<file path="src/rtl/frame_pkg.sv">
// Symbol codes and state encoding shared by the transmit framing sequencer.
package frame_pkg;

  localparam logic [7:0] K_IDLE  = 8'hBC;  // K28.5, also used as underrun fill
  localparam logic [7:0] K_SOF   = 8'hFB;  // K27.7
  localparam logic [7:0] K_EOF   = 8'hFD;  // K29.7
  localparam logic [7:0] K_ABORT = 8'hFE;  // K30.7

  localparam int CRC_BYTES = 4;

  typedef enum logic [2:0] {
    IDLE,
    SOF,
    DATA,
    CRC,
    EOF,
    IFG,
    ABORT
  } state_t;

endpackage

</file>
<file path="src/rtl/frame_tx_seq.sv">
// Transmit framing sequencer: wraps a valid/ready/last payload stream into
// SOF / payload / CRC32 (LSB first) / EOF / inter-frame gap symbols.
module frame_tx_seq
  import frame_pkg::*;
#(
  parameter int IFG_CYCLES = 12,
  parameter int MAX_LEN    = 1518,
  parameter int LEN_W      = 11
) (
  input  logic        clk,
  input  logic        rst,
  input  logic [7:0]  in_data,
  input  logic        in_valid,
  input  logic        in_last,
  output logic        in_ready,
  output logic [7:0]  crc_data,
  output logic        crc_valid,
  output logic        crc_is_s1data,
  input  logic [31:0] crc_result,
  output logic [7:0]  tx_byte,
  output logic        tx_is_k,
  output logic        tx_valid,
  output logic        abort_pulse
);

  localparam int IFG_W = $clog2(IFG_CYCLES + 1);

  state_t           r_state;
  logic [LEN_W-1:0] r_len;
  logic [IFG_W-1:0] r_ifg;
  logic [1:0]       r_crc_idx;
  logic [23:0]      r_crc_sh;
  logic [7:0]       r_tx_byte;
  logic             r_tx_is_k;
  logic             r_tx_valid;
  logic             r_abort;

  logic             w_accept;
  logic [LEN_W-1:0] w_len_next;

  // Handshake and crc32 controls depend on state only, so in_ready never
  // combinationally depends on in_valid.
  assign in_ready      = (r_state == DATA);
  assign crc_data      = in_data;
  assign crc_valid     = in_valid & in_ready;
  assign crc_is_s1data = (r_state == DATA);

  assign w_accept   = in_valid & in_ready;
  assign w_len_next = r_len + 1'b1;

  // NOTE: state and every output register share one async-reset block with
  // non-blocking assignments; r_crc_sh is reset too so a reset mid-trailer
  // leaves nothing stale behind.
  always_ff @(posedge clk or posedge rst) begin
    if (rst) begin
      r_state    <= IDLE;
      r_len      <= '0;
      r_ifg      <= '0;
      r_crc_idx  <= '0;
      r_crc_sh   <= '0;
      r_tx_byte  <= K_IDLE;
      r_tx_is_k  <= 1'b1;
      r_tx_valid <= 1'b0;
      r_abort    <= 1'b0;
    end else begin
      r_tx_valid <= 1'b1;
      r_abort    <= 1'b0;
      unique case (r_state)
        IDLE: begin
          r_tx_byte <= K_IDLE;
          r_tx_is_k <= 1'b1;
          if (in_valid) r_state <= SOF;
        end
        SOF: begin
          r_tx_byte <= K_SOF;
          r_tx_is_k <= 1'b1;
          r_len     <= '0;
          r_crc_idx <= '0;
          r_state   <= DATA;
        end
        DATA: begin
          if (w_accept) begin
            r_tx_byte <= in_data;
            r_tx_is_k <= 1'b0;
            r_len     <= w_len_next;
            if (in_last)                               r_state <= CRC;
            else if (w_len_next == LEN_W'(MAX_LEN))    r_state <= ABORT;
          end else begin
            r_tx_byte <= K_IDLE;
            r_tx_is_k <= 1'b1;
          end
        end
        CRC: begin
          r_tx_is_k <= 1'b0;
          // crc32 reloads at the first trailer edge, so its result is captured once.
          if (r_crc_idx == 2'd0) begin
            r_tx_byte <= crc_result[7:0];
            r_crc_sh  <= crc_result[31:8];
          end else begin
            r_tx_byte <= r_crc_sh[7:0];
            r_crc_sh  <= {8'h00, r_crc_sh[23:8]};
          end
          r_crc_idx <= r_crc_idx + 2'd1;
          if (r_crc_idx == 2'(CRC_BYTES - 1)) r_state <= EOF;
        end
        EOF: begin
          r_tx_byte <= K_EOF;
          r_tx_is_k <= 1'b1;
          r_ifg     <= IFG_W'(IFG_CYCLES);
          r_state   <= IFG;
        end
        IFG: begin
          r_tx_byte <= K_IDLE;
          r_tx_is_k <= 1'b1;
          r_ifg     <= r_ifg - 1'b1;
          if (r_ifg == IFG_W'(1)) r_state <= IDLE;
        end
        ABORT: begin
          r_tx_byte <= K_ABORT;
          r_tx_is_k <= 1'b1;
          r_abort   <= 1'b1;
          r_ifg     <= IFG_W'(IFG_CYCLES);
          r_state   <= IFG;
        end
        default: begin
          r_tx_byte <= K_IDLE;
          r_tx_is_k <= 1'b1;
          r_state   <= IDLE;
        end
      endcase
    end
  end

  assign tx_byte     = r_tx_byte;
  assign tx_is_k     = r_tx_is_k;
  assign tx_valid    = r_tx_valid;
  assign abort_pulse = r_abort;

endmodule

</file>
<file path="config.mk">
export PLATFORM = sky130hd
export DESIGN_NAME = frame_tx_seq
export DESIGN_NICKNAME = d
export VERILOG_FILES = /design/src/rtl/frame_pkg.sv /design/src/rtl/frame_tx_seq.sv
export SDC_FILE = /design/constraint.sdc
export NUM_CORES = 1
export LEC_CHECK = 0
export BUFFER_PORTS_ARGS = -buffer_cell sky130_fd_sc_hd__buf_2
export CAP_MARGIN = 20
export CORE_MARGIN = 5
export CORE_UTILIZATION = 55
export CTS_CLUSTER_SIZE = 20
export DETAILED_ROUTE_END_ITERATION = 8
export GPL_ROUTABILITY_DRIVEN = 0
export PLACE_DENSITY_LB_ADDON = 0.08
export SKIP_CTS_REPAIR_TIMING = 1
export SLEW_MARGIN = 5
export SYNTH_ARGS = -nofsm -noshare
export SYNTH_HDL_FRONTEND = slang
export SYNTH_SLANG_ARGS = --single-unit
</file>
<file path="constraint.sdc">
create_clock -name clk -period 3.3 [get_ports clk]
set_input_delay 0.165 -clock clk [delete_from_list [all_inputs] [get_ports clk]]
set_output_delay 0.165 -clock clk [all_outputs]
set_load 0.01 [all_outputs]
</file>
After elaboration in Yosys (flattened, before gate mapping)

Index checks and enable logic that the tools add are counted.

Add/subtract/negate cells: 3
Equal/unequal tests: 14
Muxes and demuxes: 18
Bitwise operators: 1
Reductions and logical operators: 8

Operators with widths:

| operator                                                               | number |
|---|---|
| 8-bit one-hot mux with 5 select lines                                  | 1 |
| 24-bit two-way mux                                                     | 1 |
| 11-bit one-hot mux with 2 select lines                                 | 1 |
| 3-bit two-way mux                                                      | 6 |
| 3-bit one-hot mux with 6 select lines                                  | 1 |
| 8-bit two-way mux                                                      | 2 |
| 11-bit by 1-bit adder with 11-bit output (second input constant)       | 1 |
| 11-bit equality test (second input constant)                           | 1 |
| 11-bit two-way mux                                                     | 1 |
| 3-bit equality test (second input constant)                            | 3 |
| 4-bit one-hot mux with 2 select lines                                  | 1 |
| 3-bit by 2-bit equality test with 1-bit output (second input constant) | 2 |
| 2-bit != test (second input constant)                                  | 3 |
| 2-bit nonzero test                                                     | 3 |
| 5-bit AND reduction                                                    | 1 |
| 4-bit by 1-bit equality test with 1-bit output (second input constant) | 1 |
| 2-bit one-hot mux with 2 select lines                                  | 1 |
| 4-bit by 1-bit subtractor with 4-bit output (second input constant)    | 1 |
| 3-bit by 1-bit equality test with 1-bit output (second input constant) | 1 |
| 3-bit zero test                                                        | 1 |
| 3-bit by 2-bit != test with 1-bit output (second input constant)       | 1 |
| 2-bit by 1-bit adder with 2-bit output (second input constant)         | 1 |
| 2-bit equality test (second input constant)                            | 1 |
| 2-bit zero test                                                        | 1 |
| 6 further kinds                                                        | 7 |

Flip-flop bits (word level): 55
Output and inout bits: 22

Logic depth before layout (Yosys ltp)

Word-level depth: 6
Gate-level depth with buffers: 8
Gate-level depth less buffers: 6

Least setup slack after synthesis

No wires, ideal clock.

Kind: register -> register
From: register r_len[0]
To: register r_state[2]
Arrival: 1.468 ns
Required time: 3.224 ns
Slack: 1.756 ns
Stages on the path, launching flop included: 8
Period minus slack after synthesis: 1.544 ns
Path through: dfrtp_1 ha_1 clkbuf_1 nand3_1 xnor2_1 nor3_1 o2111ai_1 o21ai_1

Cells in the longest elaborated chain, start to end: 4

Ends and longest elaborated chain:

| element                                            | RTL line           | RTL |
|---|---|---|
| start, declared                                    | frame_tx_seq.sv:29 | `logic [LEN_W-1:0] r_len;` |
| start signal, assigned                             | frame_tx_seq.sv:85 | `r_len <= w_len_next;` |
| 11-bit by 1-bit adder with 11-bit output           | frame_tx_seq.sv:49 | `assign w_len_next = r_len + 1'b1;` |
| 11-bit equality test                               | frame_tx_seq.sv:87 | `else if (w_len_next == LEN_W'(MAX_LEN)) r_state <= ABORT;` |
| 3-bit by 2-bit != test with 1-bit output (no line) | n/a                |  |
| 5-bit AND reduction (no line)                      | n/a                |  |
| end signal, assigned                               | frame_tx_seq.sv:56 | `r_state <= IDLE;` |
| end signal, assigned                               | frame_tx_seq.sv:86 | `if (in_last) r_state <= CRC;` |
| end signal, assigned                               | frame_tx_seq.sv:87 |  |
| end, declared                                      | frame_tx_seq.sv:28 | `state_t r_state;` |

No other way between the ends.
A chain may end at the register's enable or synchronous reset.

Final worst setup path

From: register r_state[0]
To: register r_crc_sh[7]

Cells in the longest elaborated chain, start to end: 1

Ends and longest elaborated chain:

| element                                        | RTL line            | RTL |
|---|---|---|
| start signal, assigned                         | frame_tx_seq.sv:56  |  |
| start signal, assigned                         | frame_tx_seq.sv:72  | `if (in_valid) r_state <= SOF;` |
| start signal, assigned                         | frame_tx_seq.sv:79  | `r_state <= DATA;` |
| 3-bit by 2-bit equality test with 1-bit output | frame_tx_seq.sv:68  | `unique case (r_state)` |
| end signal, assigned                           | frame_tx_seq.sv:98  | `r_crc_sh <= crc_result[31:8];` |
| end signal, assigned                           | frame_tx_seq.sv:101 | `r_crc_sh <= {8'h00, r_crc_sh[23:8]};` |
| end, declared                                  | frame_tx_seq.sv:32  | `logic [23:0] r_crc_sh;` |

No other way between the ends.

==> metrics.yaml <==
finish:
  nFillCells: 450
  design_area_um2: 3320
  final_nets: 421
  n_antenna_cell: 0
  area_growth_pct: 12.9
  final_util_pct: 64.5
  drive_gt1_share_pct: 25.3
  multi_input_area_um2: 1350
  register_area_um2: 1380
drt:
  avgRoutedWirePerCell_um: 13.3
  first_pass_iters: 4
  drc: 0
  drt_wl_total_um: 5880
  final_antenna_net_count: 0
  drt_iter0_drc: 57
  vias: 2301
  viasPerCell: 5.21
placed_design:
  postPlaceCellArea_um2: 3210
  place_hpwl_um: 4310
  port_buffers: 65
critical_path:
  crit-reg2reg-capture: "r_crc_sh[7]"
  startpoint_type: "flop"
  r2r_start: "r_state[0]"
  cp.required_ns: 3.48
  cp.arrival_ns: 2.30
  cp_max_fo: 30
  rr_worst_depth: 4
  path_class: "flop to flop"
  end_kind: "flop"
  r2r_slack_ns: 1.18
yosys:
  netlist_instances: 324
  yosysUniqueCellTypes: 51
  synth_area_um2: 2940
  ys.flop_type: "dfrtp_1"
  synth_edf_count: 0
  synth_nets: 374
  synth_warnings: 0
  seq_area_frac_synth_pct: 47.1
  ys_ff_latch: 55
  synthArstFlopShare_pct: 100
  synth.avg_cell_area_um2: 9.07
global_routing:
  grt_max_degree: 31
  grt_pass1_vias: 2257
  grt_first_pass_wirelength_um: 10600
  antenna_found_initial: 0
  grt_overflow_total: 0
  grt_usage_pct: 18.3
floorplan:
  core_um2: 5140
  dieHeight_um: 83.1
  die_w_um: 83.1
  io_pins: 66
  rows: 26
  die_area_um2: 6910
  initial_core_util_pct: 57.2
clock_tree:
  cts_buffers: 5
  htree_levels: 2
  path_clk_slew_ns: 0.10
  cts.sinks: 55
  clk_latency_ns: 0.31
  ctsLongestPathBuffers: 2
  clockRootBuffer: "clkbuf_8"
  tritoncts: "yes"
timing:
  drv_slew: 0
  timing.setup.tns_ns: 0
  clock.fmax_mhz: 471
  finalCritPeriodShare_pct: 64.3
  slew_headroom_pct: 50.8
  rsz0062_at_grt: "no"
  skew_ns: 0.0117
  hold_violations: 0
  period_minus_slack_ns: 2.12
  setup_violations: 0
  tightest_slew_ns: 0.739
job:
  cap_violations: 0
hold_path:
  hold-path-endpoint: "r_crc_sh[19]"
  min_path_cells: 3
  hold_path.class: "input port to flop"
  hold_start: "crc_result[27]"
power:
  power_density_nw_per_um2: 801
  p_leak_nw: 1.60
  irDropWorstVdd_mv: 0.407
outcome:
  status: "completed"
==> cells in the final DEF, fill, tap and decap left out, types with 4 or more instances in the layout <==
master	n
dfrtp_1	49
mux2i_1	23
o21ai_0	52
dfstp_2	6
inv_1	8
o21ai_1	4
clkbuf_8	6
nand2_1	72
buf_2	65
nor3_1	4
a21oi_1	9
ha_1	5
nor2_1	15
nand3_1	4
==> cell usage after synthesis, types with 2 or more instances <==
cell type | instances | area [um^2]
nor3_1 | 4 | 20.0
nand2_1 | 72 | 270
o21ai_1 | 4 | 20.0
xnor2_1 | 3 | 26.3
a211oi_1 | 2 | 15.0
buf_4 | 10 | 75.1
dfrtp_1 | 49 | 1230
dfstp_2 | 6 | 158
a21oi_1 | 9 | 45.0
xor2_1 | 2 | 17.5
o31ai_1 | 3 | 22.5
buf_2 | 11 | 55.1
nor2_1 | 15 | 56.3
nand3_1 | 4 | 20.0
buf_1 | 2 | 7.51
o22ai_1 | 2 | 12.5
ha_1 | 6 | 75.1
inv_1 | 9 | 33.8
mux2i_1 | 23 | 230
nand2b_1 | 3 | 18.8
clkbuf_1 | 4 | 15.0
o21ai_0 | 52 | 260
==> power by group <==
group | internal (mW) | switching (mW)
logic | 0.463 | 0.654
registers | 0.933 | 0.213
clock network | 0.172 | 0.220
==> metal layers <==
layer / global-route usage [%] / wire length (um) / vias to the layer above
li1: - / - / 1181
met3: 4.26 / 269 / 9
met1: 25.5 / 2870 / 1056
met4: 6.54 / 115 / 0
met2: 27.8 / 2620 / 55
met5: 0 / 0 / -
==> per-stage QoR <==
| step | setup WS [ns] | power (mW) | hold slack [ns] | std cells |
|---|---|---|---|---|
| after global placement | 1.26 | 2.24 | 0.277 | 433 |
| after floorplan | 1.76 | 2.02 | 0.301 | 324 |
| after detailed placement | 1.21 | 2.28 | 0.282 | 433 |
| final | 1.18 | 2.66 | 0.0784 | 442 |
| after CTS | 1.18 | 2.68 | -0.0636 | 441 |
| after global routing | 0.962 | 2.91 | 0.0761 | 442 |
==> state kept, by name, summed over array words and instances (netlist names) <==
name,flops
r_crc_sh,24
r_len,11
tx_byte,8
r_ifg,4
r_state,3
r_crc_idx,2
abort_pulse,1
tx_is_k,1
tx_valid,1
==> critical path: stages, from the launching register on <==
cell and delay, ns:
dfrtp_1 0.83, nand2_1 0.58, buf_4 0.40, nand2_1 0.09, o21ai_0 0.08
==> cell type report <==
class | count | area share, %
clock inverters | 2 | 0.490
repair buffers | 69 | 10.8
multi-input cells | 230 | 40.7
flip-flops and latches | 55 | 41.7
clock buffers | 6 | 2.49
well taps | 70 | 2.64
inverters | 10 | 1.13
==> worst max-delay path by stage <==
stage | startpoint | endpoint | slack (ns) | cells after the start
3_5_place_dp | r_state[0] | r_crc_sh[7] | 1.21 | 4
5_1_grt | r_state[0] | r_crc_sh[11] | 0.96 | 4
4_1_cts | r_state[0] | crc_valid | 1.18 | 4
6_report | r_state[0] | r_crc_sh[7] | 1.18 | 4
3_3_place_gp | r_state[0] | r_crc_sh[2] | 1.26 | 4
2_1_floorplan | r_len[0] | r_state[2] | 1.76 | 7
==> cell families (layout without fill, tap and decap cells) <==
kind of cell	after synthesis	in the layout	share of synthesized area [%]
AND/OR/NAND/NOR	117	117	19.1
AO/OA/AOI/OAI	77	77	14.4
flip-flops	55	55	47.1
buffers and inverters	39	87	7.02
multiplexers	24	24	8.22
adder cells (fa/ha/maj)	6	6	2.55
XOR/XNOR	5	5	1.49
other	1	1	0.128
Power figures use the tool's default switching activity.
